**src/rtl/score_bcd.sv**
```systemverilog
// score_bcd: four-digit BCD score keeper with round freeze, best score and digit mux
module score_bcd (
    input  logic       score_clk,
    input  logic       rst_n,
    input  logic       inc,
    input  logic       game_over,
    input  logic       new_game,
    input  logic       show_high,
    output logic [3:0] points_3,
    output logic [3:0] points_2,
    output logic [3:0] points_1,
    output logic [3:0] points_0,
    output logic       saturated,
    output logic       new_high,
    output logic       playing
);
    typedef enum logic {PLAY, OVER} state_t;
    state_t      state, state_nx;
    logic [15:0] score, high, score_nx, high_nx, score_inc, cand, disp;
    logic        inc_q, go_q, new_high_nx, inc_rise, go_rise, c;
    assign inc_rise  = inc & ~inc_q;
    assign go_rise   = game_over & ~go_q;
    assign saturated = score == 16'h9999;
    assign playing   = state == PLAY;
    always_comb begin
        score_inc = score;
        c = 1'b1;
        for (int i = 0; i < 4; i++) begin
            score_inc[4*i +: 4] = c ? (score[4*i +: 4] == 4'd9 ? 4'd0 : score[4*i +: 4] + 4'd1) : score[4*i +: 4];
            c = c && score[4*i +: 4] == 4'd9;
        end
    end
    assign cand = inc_rise && !saturated ? score_inc : score;
    always_comb begin
        state_nx    = state;
        score_nx    = score;
        high_nx     = high;
        new_high_nx = new_high;
        if (new_game) begin
            state_nx    = PLAY;
            score_nx    = 16'h0000;
            new_high_nx = 1'b0;
        end else if (state == PLAY) begin
            score_nx = cand;
            if (go_rise) begin
                state_nx    = OVER;
                high_nx     = cand > high ? cand : high;
                new_high_nx = cand > high;
            end
        end
    end
    always_ff @(posedge score_clk or negedge rst_n)
        if (!rst_n) begin
            state    <= PLAY;
            score    <= 16'h0000;
            high     <= 16'h0000;
            inc_q    <= 1'b0;
            go_q     <= 1'b0;
            new_high <= 1'b0;
        end else begin
            state    <= state_nx;
            score    <= score_nx;
            high     <= high_nx;
            inc_q    <= inc;
            go_q     <= game_over;
            new_high <= new_high_nx;
        end
    assign disp = show_high ? high : score;
    assign {points_3, points_2, points_1, points_0} = disp;
endmodule
```
**config.mk**
```make
export PLATFORM = sky130hd
export DESIGN_NAME = score_bcd
export DESIGN_NICKNAME = d
export VERILOG_FILES = /design/src/rtl/score_bcd.sv
export SDC_FILE = /design/constraint.sdc
export NUM_CORES = 1
export LEC_CHECK = 0
export ABC_CLOCK_PERIOD_IN_PS = 3960
export BUFFER_PORTS_ARGS = -buffer_cell sky130_fd_sc_hd__buf_2
export CORE_MARGIN = 2
export CORE_UTILIZATION = 55
export CTS_CLUSTER_SIZE = 30
export DETAILED_ROUTE_END_ITERATION = 12
export GPL_TIMING_DRIVEN = 1
export PLACE_DENSITY = 0.75
export SLEW_MARGIN = 0
export SYNTH_ARGS = -nofsm -noshare
export SYNTH_HDL_FRONTEND = slang
export SYNTH_SLANG_ARGS = --single-unit
export TNS_END_PERCENT = 20
```
**constraint.sdc**
```tcl
create_clock -name score_clk -period 3.96 [get_ports score_clk]
set_input_delay 0.396 -clock score_clk [delete_from_list [all_inputs] [get_ports score_clk]]
set_output_delay 0.396 -clock score_clk [all_outputs]
set_load 0.005 [all_outputs]
```
==> summary.txt <==
Floorplan
  • Die X: between 70 and 80 um
  • Boundary Pins: 25
  • # rows: 24
  • Initial core utilization: 0.572
  • Die ar.: 5090 um^2
  • Die Ht: around 70 um
  • Core Footprint: 4350 um^2

Logic synthesis
  • Syn Inst Count: 258
  • Synth Area in XOR/XNOR: 0.0276
  • Yosys warning total: 0
  • Syn_nets: 288
  • Post-synthesis mux area share: 0.155
  • Seq/Total Area, Yosys: 0.361
  • Netlist cell types: 40
  • Compound-Gate Fraction of Synth Area: 0.117
  • Post-synthesis adder-cell area fraction: 0.120
  • Main combinational cell family by area after synthesis: simple AND/OR/NAND/NOR gates
  • Asr flop ratio synth: 1.00
  • Post-synthesis area per instance: around 9.7 um^2
  • Register bit total from synthesis: 36
  • Cell area after synthesis: 2490 um^2
  • Top FF cell, synth: dfrtp_1
  • Post-Synth Simple-Gate Area: 0.166
  • Post-synth EDFFs: 0

Final layout
  • Most frequent cells in the layout: dfrtp_1 (36), nand2_1 (27), inv_1 (25)
  • N_diodes: 0
  • Most common cell after layout, fill and taps aside: dfrtp_1
  • Filler instances: 400
  • P&R area growth vs syn: 10.2%
  • Area taken by multi-input logic gates: 1460 um^2
  • FF+latch area: 901 um^2
  • Final #Nets: 313
  • Share of cells above drive strength 1: 0.218

GRT
  • Largest net degree at the start of global routing: 37
  • GR Overflow Total: 0
  • Initial antenna violation count: 0
  • Vias in the first global route: 1968
  • Tot GR Track Use: 0.228
  • First-pass GRT wire length: 9110 um

Timing
  • RSZ-0062 raised after global routing: no
  • Final WS setup: 0.242 ns
  • Clock skew: between 0.006 and 0.007 ns
  • Post-route setup TNS: 0 ns
  • Max Slew Vio Count: 0
  • Period minus WS final: 3.72 ns
  • Slew HR: 0.449
  • Worst-margin pin slew: 0.827 ns
  • Fmax: 269 MHz
  • Crit share post-route: 0.939
  • Final Hold Fails: 0
  • Final setup violation count: 0

Flow run
  • Maxcap violations: 0

Pwr
  • Sequential group share of total power: 0.466
  • Net Sw Frac: 0.308
  • Maximum vdd drop: 0.167 mV
  • Clock power share: 0.304
  • Internal power: between 0.6 and 0.7 mW
  • Leak: 1.44 nW
  • NetSw: 0.278 mW
  • Combinational power share: 0.229
  • Power Dens Cells: 329 nW/um^2

Placed design
  • Gp weighted congestion: 0.881
  • DP HPWL: 3860 um
  • PortBufs: 24
  • Post-place setup slack: around 0.27 ns

Setup path
  • Crit path kind: register to register
  • Worst setup EP type: register
  • Crit path required time: between 4 and 5 ns
  • Worst Path Arrival: 3.90 ns
  • Crit path launch type: register
  • CP max FO: 9
  • Flop2flop setup slack: between 0.2 and 0.25 ns

Route
  • Pre-antenna DRT Iters: 4
  • Routed vias/inst: 5.76
  • Routed via count: approximately 1900
  • DRC errors left: 0
  • Post-route ant nets: 0
  • Final wirelength: 5340 um
  • Iter 0 DRT Violations: 95
  • Met2 Wirelength: 2560 um
  • WL/cell: 15.9 um
  • Met3 WL post-DR: 179 um
  • Max layer used: met4
  • WL met1: approximately 2500 um

CTS
  • Post-CTS Setup Repair Bufs: 0
  • Clk root buf: clkbuf_8
  • Cts bufs inserted: 5
  • Clock Latency Late Sink: 0.30 ns
  • Max Root-Sink Buffers: 2
  • CTS tree: done
  • H-Tree Depth: 2
  • Post-CTS Hold Fix Bufs: 0
  • Post_cts resized: 0
  • Clock-pin slew on the worst setup and hold paths: 0.07 ns
  • Sink Count: 36

Min path
  • Hold Crit Class: input pin to async pin

Run status
  • Status: finished clean
==> final timing paths <==
check,startpoint,end,cells after the start
max,score[5],high[9],14
min,rst_n,high[15],1
max reg2reg,score[5],high[9],14
min reg2reg,high[14],high[14],1
max in group asynchronous,rst_n,score[8],1
min in group score_clk,game_over,go_q,1
==> sequential cells by signal (all words and copies together), names as in the netlist <==
signal,count
go_q,1
high,16
state,1
new_high,1
score,16
inc_q,1
==> synth_stat cells (2+ instances only) <==
library cell / instances / area [um^2]
nor2_1: 24 / 90.1
a21oi_1: 13 / 65.1
mux2_2: 20 / 225
inv_1: 25 / 93.8
dfrtp_1: 36 / 901
nand3b_1: 2 / 15.0
xnor2_1: 2 / 17.5
mux2_1: 8 / 90.1
clkbuf_1: 7 / 26.3
nand3b_4: 2 / 40.0
nand4_1: 6 / 37.5
nor3_1: 5 / 25.0
o21ai_0: 15 / 75.1
nand2_1: 27 / 101
mux2i_1: 7 / 70.1
nand3_1: 5 / 25.0
a211oi_1: 4 / 30.0
ha_1: 24 / 300
xor2_1: 4 / 35.0
o21bai_1: 2 / 15.0
==> power by group through the flow <==
stage	registers [mW]	clock network [mW]	logic, mW
2_1_floorplan	0.420	0	0.155
3_3_place_gp	0.428	0	0.203
3_5_place_dp	0.429	0	0.209
4_1_cts	0.421	0.282	0.210
5_1_grt	0.426	0.291	0.235
6_report	0.422	0.275	0.208
==> area by class of cell <==
type                    count  area share
multi-input cells         189       0.531
repair buffers             26      0.0492
flip-flops and latches     36       0.328
inverters                  25      0.0342
clock buffers               6      0.0301
clock inverters             2     0.00364
well taps                  52      0.0237
==> cell families (layout without fill, tap and decap cells) <==
group | after synthesis | in the layout
fa+ha+maj | 24 | 24
flops | 36 | 36
xor+xnor | 7 | 7
mux | 35 | 35
simple gates | 79 | 79
buf+inv | 33 | 59
compound gates | 44 | 44
==> critical path, cell delays in order (launching register included) <==
cell and delay, ns:
dfrtp_1 0.40, inv_1 0.14, ha_1 0.18, nand3b_1 0.17
or3_4 0.42, nor3_4 0.24, nand4_1 0.18, xnor2_2 0.18
ha_1 0.32, nand4_1 0.14, nor3_1 0.09, a221o_1 0.35
o2111ai_4 0.19, buf_4 0.23, mux2_2 0.35
==> stage by stage <==
stage / power (mW) / std cells / hold slack, ns / instance area [um^2] / util
after floorplan: 0.575 / 258 / 0.100 / 2490 / -
after global placement: 0.630 / 328 / 0.500 / 2660 / 0.610
after detailed placement: 0.637 / 328 / 0.506 / 2660 / 0.610
after CTS: 0.913 / 336 / 0.213 / 2750 / 0.631
after global routing: 0.952 / 336 / 0.222 / 2750 / 0.631
final: 0.904 / 336 / 0.196 / 2750 / 0.631
==> routing by layer <==
layer / global-route usage / vias to the layer above
met4: 0.0860 / 0
li1: - / 943
met3: 0.0436 / 9
met5: 0 / -
met2: 0.388 / 31
met1: 0.288 / 952
Note: power is estimated with default switching activity, not from simulation.
